## src/rtl/cr_kme_unpack_pkg.sv

```systemverilog
// Shared types and helpers for the KME FIFO unpacker.
// Optional feature macro used by the top: CR_KME_UNPACK_PERF_EN.
package cr_kme_unpack_pkg;

    typedef enum logic {
        IDLE   = 1'b0,
        ACTIVE = 1'b1
    } state_e;

    localparam int ERR_OVF = 1;
    localparam int ERR_UNF = 0;

    function automatic int n_beats(input int in_w, input int out_w);
        return in_w / out_w;
    endfunction

endpackage

```

## src/rtl/cr_kme_unpack_perf.sv

```systemverilog
// Free-running 32-bit word and stall counters for the unpacker.
// Instantiated only when CR_KME_UNPACK_PERF_EN is defined; cleared by rst only.
module cr_kme_unpack_perf (
    input  logic        clk,
    input  logic        rst,
    input  logic        word_inc,
    input  logic        stall_inc,
    output logic [31:0] perf_words,
    output logic [31:0] perf_stalls
);

    logic [31:0] words_q, words_d;
    logic [31:0] stalls_q, stalls_d;

    // Next-count logic; both counters wrap naturally at 2^32.
    always_comb begin
        words_d  = words_q;
        stalls_d = stalls_q;
        if (word_inc) begin
            words_d = words_q + 32'd1;
        end else begin
            words_d = words_q;
        end
        if (stall_inc) begin
            stalls_d = stalls_q + 32'd1;
        end else begin
            stalls_d = stalls_q;
        end
    end

    // Counter registers.
    always_ff @(posedge clk or posedge rst) begin
        if (rst) begin
            words_q  <= 32'd0;
            stalls_q <= 32'd0;
        end else begin
            words_q  <= words_d;
            stalls_q <= stalls_d;
        end
    end

    assign perf_words  = words_q;
    assign perf_stalls = stalls_q;

endmodule

```

## src/rtl/cr_kme_fifo_unpacker.sv

```systemverilog
// Pops 128-bit KME staging FIFO words and serialises them into OUT_W beats, LSB slice first.
// Optional perf counters are built only when CR_KME_UNPACK_PERF_EN is defined.
module cr_kme_fifo_unpacker
    import cr_kme_unpack_pkg::*;
#(
    parameter int IN_W  = 128,
    parameter int OUT_W = 32
) (
    input  logic             clk,
    input  logic             rst,
    input  logic [IN_W-1:0]  fifo_out,
    input  logic             fifo_out_valid,
    output logic             fifo_out_ack,
    input  logic             fifo_overflow,
    input  logic             fifo_underflow,
    input  logic             flush,
    output logic [OUT_W-1:0] beat_data,
    output logic             beat_valid,
    input  logic             beat_ready,
    output logic             beat_first,
    output logic             beat_last,
    output logic [1:0]       err_sticky,
    input  logic             err_clr,
    output logic [31:0]      perf_words,
    output logic [31:0]      perf_stalls
);

    localparam int N_BEATS = n_beats(IN_W, OUT_W);
    localparam int IDX_W   = (N_BEATS > 1) ? $clog2(N_BEATS) : 1;
    localparam logic [IDX_W-1:0] LAST_IDX = IDX_W'(N_BEATS - 1);

    state_e                        state_q, state_d;
    logic [IN_W-1:0]               hold_q, hold_d;
    logic [IDX_W-1:0]              beat_idx_q, beat_idx_d;
    logic [1:0]                    err_q, err_d;
    logic [N_BEATS-1:0][OUT_W-1:0] hold_beats_s;
    logic                          hold_valid_s;
    logic                          is_last_s;
    logic                          xfer_s;
    logic                          ack_s;

    assign hold_valid_s = (state_q == ACTIVE);
    assign is_last_s    = (beat_idx_q == LAST_IDX);
    assign xfer_s       = hold_valid_s & beat_ready;
    // Gating with rst keeps the FIFO from being popped while the held word is being discarded.
    assign ack_s        = fifo_out_valid & ~flush & ~rst & (~hold_valid_s | (xfer_s & is_last_s));
    assign hold_beats_s = hold_q;

    // Word hold / beat sequencing; flush outranks a pop, which outranks a plain beat advance.
    always_comb begin
        state_d    = state_q;
        hold_d     = hold_q;
        beat_idx_d = beat_idx_q;
        if (flush) begin
            state_d    = IDLE;
            beat_idx_d = '0;
        end else if (ack_s) begin
            hold_d     = fifo_out;
            beat_idx_d = '0;
            state_d    = ACTIVE;
        end else if (xfer_s) begin
            if (is_last_s) begin
                beat_idx_d = '0;
                state_d    = IDLE;
            end else begin
                beat_idx_d = beat_idx_q + IDX_W'(1);
            end
        end else begin
            state_d = state_q;
        end
    end

    // Sticky error flags; a set in the same cycle as err_clr wins.
    always_comb begin
        err_d = err_clr ? 2'b00 : err_q;
        if (fifo_overflow) begin
            err_d[ERR_OVF] = 1'b1;
        end else begin
            err_d[ERR_OVF] = err_d[ERR_OVF];
        end
        if (fifo_underflow) begin
            err_d[ERR_UNF] = 1'b1;
        end else begin
            err_d[ERR_UNF] = err_d[ERR_UNF];
        end
    end

    // State, hold and error registers.
    always_ff @(posedge clk or posedge rst) begin
        if (rst) begin
            state_q    <= IDLE;
            hold_q     <= '0;
            beat_idx_q <= '0;
            err_q      <= 2'b00;
        end else begin
            state_q    <= state_d;
            hold_q     <= hold_d;
            beat_idx_q <= beat_idx_d;
            err_q      <= err_d;
        end
    end

    assign fifo_out_ack = ack_s;
    assign beat_valid   = hold_valid_s;
    assign beat_data    = hold_beats_s[beat_idx_q];
    assign beat_first   = hold_valid_s & (beat_idx_q == '0);
    assign beat_last    = hold_valid_s & is_last_s;
    assign err_sticky   = err_q;

`ifdef CR_KME_UNPACK_PERF_EN
    cr_kme_unpack_perf u_perf (
        .clk         (clk),
        .rst         (rst),
        .word_inc    (ack_s),
        .stall_inc   (hold_valid_s & ~beat_ready),
        .perf_words  (perf_words),
        .perf_stalls (perf_stalls)
    );
`else
    assign perf_words  = 32'd0;
    assign perf_stalls = 32'd0;
`endif

endmodule
```

## config.mk

```make
export PLATFORM = sky130hd
export DESIGN_NAME = cr_kme_fifo_unpacker
export DESIGN_NICKNAME = d
export VERILOG_FILES = /design/src/rtl/cr_kme_unpack_pkg.sv /design/src/rtl/cr_kme_unpack_perf.sv /design/src/rtl/cr_kme_fifo_unpacker.sv
export SDC_FILE = /design/constraint.sdc
export NUM_CORES = 1
export LEC_CHECK = 0
export BUFFER_PORTS_ARGS = -buffer_cell sky130_fd_sc_hd__buf_2
export CORE_MARGIN = 5
export CORE_UTILIZATION = 47
export CTS_BUF_LIST = sky130_fd_sc_hd__clkbuf_8
export DETAILED_ROUTE_END_ITERATION = 8
export PLACE_DENSITY_LB_ADDON = 0.15
export SLEW_MARGIN = 20
export SYNTH_ARGS = -nofsm -noshare
export SYNTH_HDL_FRONTEND = slang
export SYNTH_SLANG_ARGS = --single-unit
```

## constraint.sdc

```tcl
create_clock -name clk -period 13.2 [get_ports clk]
set_input_delay 3.96 -clock clk [delete_from_list [all_inputs] [get_ports clk]]
set_output_delay 3.96 -clock clk [all_outputs]
set_load 0.01 [all_outputs]
```

==> results.py <==
metrics = {
    "timing": {
        "fin_crit_sh_pct": 71.1,
        "tns_ns": 0,
        "finClkSkew_ns": 0.00786,
        "finalMaxSlewViolations": 0,
        "fmax_ghz": 0.107,
        "rsz0062_at_grt": "no",
        "hold_violations": 0,
        "min_period_ns": 9.39,
        "worst_slew_pin_slew_ns": 0.972,
        "finalSetupViolations": 0,
        "maxSlewHeadroom_pct": 35.2,
    },
    "clocking": {
        "tritoncts": "done",
        "clk_pin_slew_ns": 0.06,
        "postCtsResizedCells": 0,
        "htreeDepth": 4,
        "cts_root_buffer": "clkbuf_8",
        "post_cts_buffers": 0,
        "cts-hold-fix-buffers": 0,
        "clockBufferDepth": 2,
        "cts_buffers": 17,
        "clk_latency_ns": 0.42,
        "cts_num_sinks": 133,
    },
    "critical_path": {
        "cp_data_arrival_time_ns": 5.43,
        "crit_start": "rst",
        "crit_type": "input port to output pin",
        "reg2reg_depth": 6,
        "worstSetupEndpoint": "fifo_out_ack",
        "slowest_delay_ns": 0.62,
        "path_cells": "buf_2 -> nand2b_1 -> a211oi_4 -> buf_4 -> buf_2",
        "r2r_slack_ns": 9.40,
        "required_ns": 9.24,
        "start_kind": "input port",
        "cp_max_fo": 58,
        "critPathTopFamily": "buffers and inverters",
        "worst_path_most_repeated_cell": "buf_2",
        "r2r-start": "beat_idx_q[0]",
        "reg2reg_to": "hold_beats_s[9]",
        "critPathSlowestCell": "buf_4",
        "end_kind": "output pin",
        "cp_num_buf_inv": 3,
        "cp.depth": 5,
    },
    "pwr": {
        "p_comb_share_pct": 19.2,
        "clockPowerShare_pct": 28.8,
        "power.switching_mw": 0.262,
        "p_leak_nw": 3.44,
        "ir_drop_v": 0.0000818,
        "internal_power_mw": 0.767,
        "swShare_pct": 25.4,
        "power_density_nw_per_um2": 140,
        "power.share.sequential_pct": 52.1,
    },
    "place": {
        "portBuffers": 173,
        "dp.cells": 731,
        "place.gp.congestion": 0.756,
        "dpl.hpwl_mm": 8.86,
    },
    "synthesis": {
        "avgSynthCellArea_um2": 15.7,
        "yosysSeqAreaShare_pct": 53.0,
        "synth_cell_types": 21,
        "synth_fa_ha_area_share_pct": 0.399,
        "synth_cells": 401,
        "synth_compound_area_share_pct": 0.518,
        "ys_seq_elements": 133,
        "synth.mux.area_fraction_pct": 34.8,
        "yosys.area_share.simple_pct": 0.698,
        "synth_xor_xnor_area_share_pct": 0,
        "yosys_warnings": 0,
        "syn_area_um2": 6280,
        "synth_top_family_by_area": "multiplexers",
    },
    "floorplan": {
        "fp.dieH_um": 126,
        "core_um2": 13200,
        "die_area_um2": 15800,
        "start_util_pct": 47.6,
        "io_pins": 238,
        "die_width_um": 126,
        "rows": 42,
    },
    "run": {
        "maxCapViolations": 0,
    },
    "layout": {
        "antennaDiodeCount": 0,
        "mostFrequentLayoutCells": "173 x buf_2, 131 x dfrtp_1, 90 x mux2_1",
        "final_layout_size_suffix_gt1_share_pct": 47.3,
        "syn_to_final_growth_pct": 16.9,
        "fillers": 1135,
        "register_area_um2": 3330,
        "final_common_cell": "buf_2",
        "multi_input_area_um2": 2530,
        "final-instance-count-excl-fill": 759,
        "nets": 712,
    },
    "global_routing": {
        "antenna_found_initial": 1,
        "grt_first_pass_wirelength_mm": 20.1,
        "grt_pass1_vias": 3965,
        "grt_max_degree": 75,
        "grt_usage_pct": 16.1,
        "grt-ovfl-total": 0,
    },
    "route": {
        "drc": 0,
        "antenna_left": 0,
        "initialDrtViolationCount": 118,
        "num_vias": 3601,
        "first_pass_iters": 4,
        "via_per_inst": 4.74,
        "post_drt_wl_per_cell_um": 16.2,
        "drt-total-wl_mm": 12.3,
    },
    "run_status": {
        "status": "complete, no violations",
    },
    "min_path": {
        "min_path_type": "flip-flop to flip-flop",
    },
}
[layer usage]
| metal | GRT usage [%] | share of wire [%] | vias up |
|---|---|---|---|
| met5 | 0 | 0.11 | - |
| met4 | 5.17 | 0.96 | 2 |
| met3 | 6.65 | 9.9 | 11 |
| met2 | 25.1 | 48 | 147 |
| met1 | 20.4 | 41 | 1787 |
| li1 | - | - | 1654 |
[synthesized netlist by cell type (all sizes together)]
cell type  number  area (um^2)
nor3            2         10.0
inv             4         15.0
nor2            1         3.75
nand2           3         11.3
buf            85          642
clkbuf          1         3.75
a21o            2         15.0
a21oi           1         5.00
a211oi          1         12.5
conb            1         3.75
mux4           32          721
mux2i           2         20.0
nand2b          1         6.26
ha              2         25.0
mux2          128         1440
and2            2         12.5
dfrtp         133         3330
[cell families (layout without fill, tap and decap cells)]
family                     count (synthesis)  count (layout)
muxes                                    162             162
DFF                                      133             133
buffers and inverters                     90             209
and+or+nand+nor                            9               9
AOI/OAI and AO/OA                          4               4
adders and majority gates                  2               2
other                                      1              64
[sequential cells by signal, indices dropped and copies added (netlist names)]
name          cells
beat_idx_q        2
err_sticky        2
hold_beats_s    128
beat_valid        1
[power by group through the flow]
stage	combinational, mW	clock, mW	sequential, mW
floorplan	0.156	0	0.527
global placement	0.194	0	0.539
detailed placement	0.201	0	0.544
CTS	0.202	0.309	0.537
global route	0.219	0.327	0.547
finish	0.197	0.296	0.535
[area by class of cell]
class                           count  area share [%]
Clock buffer                       20            3.75
Timing Repair Buffer              177            12.2
Inverter                            4           0.273
Tap cell                          176            3.00
Sequential cell                   133            45.4
Clock inverter                      8           0.870
Multi-Input combinational cell    241            34.5
[worst reg2reg max path: cells and delay by family (launching register included)]
kind / cells / cell delay [ns]
AND/OR/NAND/NOR: 1 / 0.11
buffers and inverters: 2 / 1.52
AO/OA/AOI/OAI: 1 / 0.24
flip-flops: 1 / 1.01
multiplexers: 1 / 0.47
adder cells (fa/ha/maj): 1 / 0.33
[how the worst min path moves through the flow]
stage	slack, ns	end	depth (start not counted)	from
detailed placement	0.47	err_sticky[1]	1	err_sticky[1]
floorplan	0.45	hold_beats_s[35]	1	hold_beats_s[35]
global route	0.50	hold_beats_s[99]	1	hold_beats_s[99]
CTS	0.48	hold_beats_s[58]	1	hold_beats_s[58]
global placement	0.46	err_sticky[0]	1	err_sticky[0]
finish	0.48	hold_beats_s[96]	1	hold_beats_s[96]
[through the flow]
step / cell area [um^2] / hold WS [ns] / utilization [%] / setup WS [ns] / power [mW]
floorplan: 6510 / 0.452 / - / 4.60 / 0.683
detailed placement: 7000 / 0.468 / 53.1 / 3.81 / 0.745
global route: 7340 / 0.498 / 55.6 / 3.73 / 1.09
finish: 7340 / 0.481 / 55.6 / 3.81 / 1.03
global placement: 7000 / 0.461 / 53.1 / 3.82 / 0.734
CTS: 7340 / 0.485 / 55.6 / 3.80 / 1.05
(Power assumes the default switching activity.)
